--- config.mk ---
export PLATFORM = sky130hd
export DESIGN_NAME = cpu_run_ctrl
export DESIGN_NICKNAME = d
export VERILOG_FILES = /design/src/rtl/cpu_run_ctrl_pkg.sv /design/src/rtl/cpu_run_ctrl_btn_debounce.sv /design/src/rtl/cpu_run_ctrl.sv
export SDC_FILE = /design/constraint.sdc
export NUM_CORES = 1
export LEC_CHECK = 0
export ABC_AREA = 0
export CAP_MARGIN = 20
export CORE_ASPECT_RATIO = 0.9
export CORE_MARGIN = 1
export CORE_UTILIZATION = 40
export CTS_CLUSTER_DIAMETER = 120
export DETAILED_ROUTE_END_ITERATION = 10
export HOLD_SLACK_MARGIN = 0.02
export PLACE_DENSITY_LB_ADDON = 0.3
export SYNTH_ARGS = -nofsm -noshare
export SYNTH_HDL_FRONTEND = slang
export SYNTH_SLANG_ARGS = --single-unit
--- constraint.sdc ---
create_clock -name clk100MHz -period 7.48 [get_ports clk100MHz]
set_clock_uncertainty 0.05 [all_clocks]
set_input_delay 1.122 -clock clk100MHz [delete_from_list [all_inputs] [get_ports clk100MHz]]
set_output_delay 1.122 -clock clk100MHz [all_outputs]
set_load 0.05 [all_outputs]
--- src/rtl/cpu_run_ctrl_pkg.sv ---
// cpu_run_ctrl_pkg: shared widths and run-controller state encodings.
package cpu_run_ctrl_pkg;
  localparam int INSTRUCTION_SIZE = 32;
  localparam int RUNCTRL_STATE_W = 2;
  typedef enum logic [RUNCTRL_STATE_W-1:0] {
    RUNCTRL_HALT  = 2'd0,
    RUNCTRL_RUN   = 2'd1,
    RUNCTRL_STEP  = 2'd2,
    RUNCTRL_BREAK = 2'd3
  } runctrl_state_e;
endpackage

--- src/rtl/cpu_run_ctrl_btn_debounce.sv ---
// btn_debounce: 2-FF synchronizer, stable-level counter and single-cycle press pulse.
module btn_debounce #(
  parameter int DEBOUNCE_CYCLES = 1000000
) (
  input  logic clk100MHz,
  input  logic rst,
  input  logic btn_raw,
  output logic press_p
);
  localparam int CW = $clog2(DEBOUNCE_CYCLES + 1);
  logic [1:0]    r_sync;
  logic          r_level;
  logic          r_press;
  logic [CW-1:0] r_cnt;
  logic          w_differ;
  logic          w_accept;
  assign w_differ = r_sync[1] != r_level;
  assign w_accept = w_differ && r_cnt == CW'(DEBOUNCE_CYCLES);
  // r_level flips only after the opposite level has persisted, so release also needs to be stable
  always_ff @(posedge clk100MHz or posedge rst) begin
    if (rst) begin
      r_sync  <= '0;
      r_level <= 1'b0;
      r_press <= 1'b0;
      r_cnt   <= '0;
    end else begin
      r_sync  <= {r_sync[0], btn_raw};
      r_press <= w_accept & r_sync[1];
      r_level <= w_accept ? r_sync[1] : r_level;
      r_cnt   <= (w_differ && !w_accept) ? r_cnt + CW'(1) : '0;
    end
  end
  assign press_p = r_press;
endmodule

--- src/rtl/cpu_run_ctrl.sv ---
// cpu_run_ctrl: run/step/breakpoint controller producing the core clock-enable pulse train.
module cpu_run_ctrl
  import cpu_run_ctrl_pkg::*;
#(
  parameter int TICK_DIV        = 5000000,
  parameter int DEBOUNCE_CYCLES = 1000000,
  parameter int XLEN            = INSTRUCTION_SIZE
) (
  input  logic                       clk100MHz,
  input  logic                       rst,
  input  logic                       btn_run,
  input  logic                       btn_halt,
  input  logic                       btn_step,
  input  logic                       bp_en,
  input  logic [XLEN-1:0]            bp_addr,
  input  logic [XLEN-1:0]            pc_in,
  output logic                       cpu_ce,
  output logic [RUNCTRL_STATE_W-1:0] state,
  output logic                       bp_hit,
  output logic [XLEN-1:0]            step_count
);
  localparam int TW = $clog2(TICK_DIV);
  logic           w_run_p, w_halt_p, w_step_p;
  logic           w_step_sel, w_run_sel, w_tick, w_bp_match;
  logic           w_ce, w_skip;
  logic [TW-1:0]  w_tick_nxt, r_tick;
  runctrl_state_e w_state, r_state;
  logic           r_skip, r_ce, r_bp_hit;
  logic [XLEN-1:0] r_count;

  btn_debounce #(.DEBOUNCE_CYCLES(DEBOUNCE_CYCLES)) u_run (
    .clk100MHz(clk100MHz), .rst(rst), .btn_raw(btn_run), .press_p(w_run_p));
  btn_debounce #(.DEBOUNCE_CYCLES(DEBOUNCE_CYCLES)) u_halt (
    .clk100MHz(clk100MHz), .rst(rst), .btn_raw(btn_halt), .press_p(w_halt_p));
  btn_debounce #(.DEBOUNCE_CYCLES(DEBOUNCE_CYCLES)) u_step (
    .clk100MHz(clk100MHz), .rst(rst), .btn_raw(btn_step), .press_p(w_step_p));

  assign w_step_sel = w_step_p & ~w_halt_p;
  assign w_run_sel  = w_run_p & ~w_halt_p & ~w_step_p;
  assign w_tick     = r_tick == TW'(TICK_DIV - 1);
  assign w_bp_match = bp_en && pc_in == bp_addr && !r_skip;

  // tick counter defaults to 0, so it only advances while staying in RUN
  always_comb begin
    w_state    = r_state;
    w_ce       = 1'b0;
    w_skip     = r_skip;
    w_tick_nxt = '0;
    case (r_state)
      RUNCTRL_HALT:
        if (w_step_sel) begin
          w_state = RUNCTRL_STEP;
          w_ce    = 1'b1;
        end else if (w_run_sel) begin
          w_state = RUNCTRL_RUN;
          w_skip  = 1'b0;
        end
      RUNCTRL_RUN:
        if (w_halt_p) w_state = RUNCTRL_HALT;
        else if (!w_tick) w_tick_nxt = r_tick + TW'(1);
        else if (w_bp_match) w_state = RUNCTRL_BREAK;
        else begin
          w_ce   = 1'b1;
          w_skip = 1'b0;
        end
      RUNCTRL_STEP: w_state = RUNCTRL_HALT;
      default:
        if (w_halt_p) w_state = RUNCTRL_HALT;
        else if (w_step_sel) begin
          w_state = RUNCTRL_STEP;
          w_ce    = 1'b1;
        end else if (w_run_sel) begin
          w_state = RUNCTRL_RUN;
          w_skip  = 1'b1;
        end
    endcase
  end

  always_ff @(posedge clk100MHz or posedge rst) begin
    if (rst) begin
      r_state  <= RUNCTRL_HALT;
      r_tick   <= '0;
      r_skip   <= 1'b0;
      r_ce     <= 1'b0;
      r_bp_hit <= 1'b0;
      r_count  <= '0;
    end else begin
      r_state  <= w_state;
      r_tick   <= w_tick_nxt;
      r_skip   <= w_skip;
      r_ce     <= w_ce;
      r_bp_hit <= w_state == RUNCTRL_BREAK;
      r_count  <= r_count + XLEN'(r_ce);
    end
  end

  assign cpu_ce     = r_ce;
  assign state      = r_state;
  assign bp_hit     = r_bp_hit;
  assign step_count = r_count;
endmodule

==> reports/results.ini <==
[pwr]
seqPwrFrac_pct = 43.7
p_int_mw = 1.296
p_sw_share_pct = 21.95
combPwrFrac_pct = 5.2
switchingPower_uw = 364.6
p_leak_nw = 3.533
total_power_mw = 1.661
p_clk_share_pct = 51.1
irDropWorstVdd_mv = 0.1609
power.density_nw_per_um2 = 199.4

[place]
place_hpwl_um = 9378
postPlaceCellArea_sq_um = 7726
port_buffers = 105
place_inst = 920
gp_congestion = 0.7753

[cts]
cts_resized = 0
clk_pin_slew_ns = 0.06
htreeDepth = 4
ctsLongestPathBuffers = 2
post-cts-setup-buffers = 0
clkLatencyLatePin_ns = 0.41
cts_buffers = 17
cts.sinks = 132
hold_buffers = 0
root_buffer = clkbuf_16
cts_tree = yes

[floorplan]
io-pin-count = 106
start_util_pct = 41.38
dieArea_sq_um = 16650
die_x_um = 135.9
num_rows = 43
coreArea_sq_um = 15600
die_y_um = 122.5

[min_path]
hp-class = flop to flop
whs_path_depth = 0
hp-start = u_halt.r_sync[0]
worstHoldEndpoint = u_halt.r_sync[1]

[synth]
synthArstFlopShare_pct = 100.0
synth-seq-cells = 132
synth-main-ff-cell = dfrtp_1
yosysSeqAreaShare_pct = 51.16
syn_area_per_cell_sq_um = 10.45
syn-num-nets = 697
synthesis.area_sq_um = 6456
synth_warnings = 0
synth_cell_types = 40
synth_edf_count = 0
synthCells = 618

[setup_path]
worst_r2r_path_depth = 7
worst_setup_path_start_kind = flop
worstPathArrival_ns = 1.79
path_max_fanout = 10
cp_slowest_cell = clkdlybuf4s50_1
rr_startpoint = cpu_ce
end_kind = primary output
rr_endpoint = step_count[22]
crit_path_max_incr_delay_ns = 0.88
required_ns = 6.31
critical_path_class = flop to primary output
crit_buf_inv = 1
cp-startpoint = state[0]
r2r_slack_ns = 5.15
crit_family = buffers and inverters
path_cells = clkdlybuf4s50_1

[final_layout]
n_fill_cell = 1326
final_cell_area_sq_um = 8332
antenna_cells = 0
mostFrequentLayoutCells = dfrtp_1 (132), clkdlybuf4s50_1 (105), nor2_1 (100), xnor2_1 (86), xor2_1 (54)
final_util_pct = 53.40
instances_no_fill = 952
final-seq-area_sq_um = 3303
final_common_cell = dfrtp_1
areaGrowthSynthToFinish_pct = 29.05
layout-drive-gt1-share_pct = 6.400
nNetsFinal = 816
multi_input_comb_area_sq_um = 3053

[routing]
firstDrtPassIters = 4
drcViolationCount = 0
num_vias = 4838
drt-vias-per-instance = 5.082
wl_per_cell_um = 14.09
drtAntennaViolNets = 0
drt_iter0_markers = 296
postRouteWirelength_um = 13410

[timing]
hold_viol_final = 0
rsz0062_at_grt = false
final.period_utilization_pct = 39.55
setup_tns_ns = 0
maxSlewViolCount = 0
fmax_mhz = 338.0
setup-violations-final = 0
tightest_slew_ns = 0.8582
slew_headroom_pct = 42.79
post-route-min-period_ns = 2.958

[global_route]
first_global_vias = 4851
grt_pass1_wl_um = 23540
groute.usage.overall_pct = 17.78
antenna_found_initial = 0
grt_overflow_total = 0
grt_max_degree = 72

[outcome]
status = finished, final reports clean

[run]
max-cap-violations = 0

## final cells by class
| cell class | instances | area share (%) |
|---|---|---|
| clock inverters | 15 | 2.162 |
| repair buffers | 106 | 12.70 |
| inverters | 15 | 0.7058 |
| flip-flops and latches | 132 | 39.65 |
| clock buffers | 17 | 5.106 |
| well taps | 202 | 3.033 |
| multi-input cells | 465 | 36.64 |
## worst max-delay path by stage
stage / slack (ns) / end / depth (start not counted)
floorplan: 2.78 / bp_hit / 1
global placement: 4.35 / u_halt.press_p / 3
detailed placement: 4.29 / r_tick[13] / 3
CTS: 4.51 / state[0] / 1
global route: 4.46 / state[0] / 1
finish: 4.52 / state[0] / 1
## synthesized netlist by cell type, drive strengths merged (3+ instances only)
cell | n | area share, %
and3 | 25 | 2.4
xnor2 | 86 | 12
nor3b | 6 | 0.70
nor3 | 11 | 0.85
buf | 5 | 0.62
nand3 | 42 | 3.3
inv | 15 | 0.87
nor2 | 100 | 5.8
nor4 | 8 | 1.3
nand2 | 43 | 2.5
nor4b | 8 | 1.1
nand4 | 32 | 3.3
nor2b | 4 | 0.39
dfrtp | 132 | 51
mux2 | 3 | 0.52
ha | 9 | 1.7
or2 | 3 | 0.29
xor2 | 54 | 7.3
and4 | 13 | 1.8
## power by group through the flow
stage               registers [mW]  clock network [mW]  logic (mW)
global placement             0.739                   0      0.0857
floorplan                    0.738                   0      0.0393
CTS                          0.726               0.868      0.0890
finish                       0.726               0.848      0.0867
detailed placement           0.739                   0      0.0885
global route                 0.727               0.902      0.0964
## through the flow
stage	hold slack, ns	setup slack (ns)
final	0.2980	4.522
after global routing	0.3027	4.458
after CTS	0.2993	4.510
after detailed placement	0.2863	4.291
after global placement	0.2866	4.348
after floorplan	0.2812	2.782
## layer usage
layer	global-route usage [%]	share of wire [%]	vias to the layer above
li1	-	-	2351
met1	23.63	46	2392
met2	29.37	50	87
met3	3.841	3.3	8
met4	4.722	0.57	0
met5	0	0	-
## flip-flops by register name, summed over array words and instances, names as in the netlist, 2 cells and up
register       count
step_count        32
r_tick            23
u_halt.r_cnt      20
u_run.r_cnt       20
u_step.r_cnt      20
state              2
u_halt.r_sync      2
u_run.r_sync       2
u_step.r_sync      2
## cell families after synthesis
family | after synthesis | synth area share [%]
muxes | 3 | 0.5232
DFF | 132 | 51.16
buffers and inverters | 21 | 1.550
xor gates and xnor gates | 140 | 18.99
AOI/OAI and AO/OA | 8 | 0.8915
and+or+nand+nor | 305 | 25.14
adders and majority gates | 9 | 1.744
Note: power is estimated with default switching activity, not from simulation.
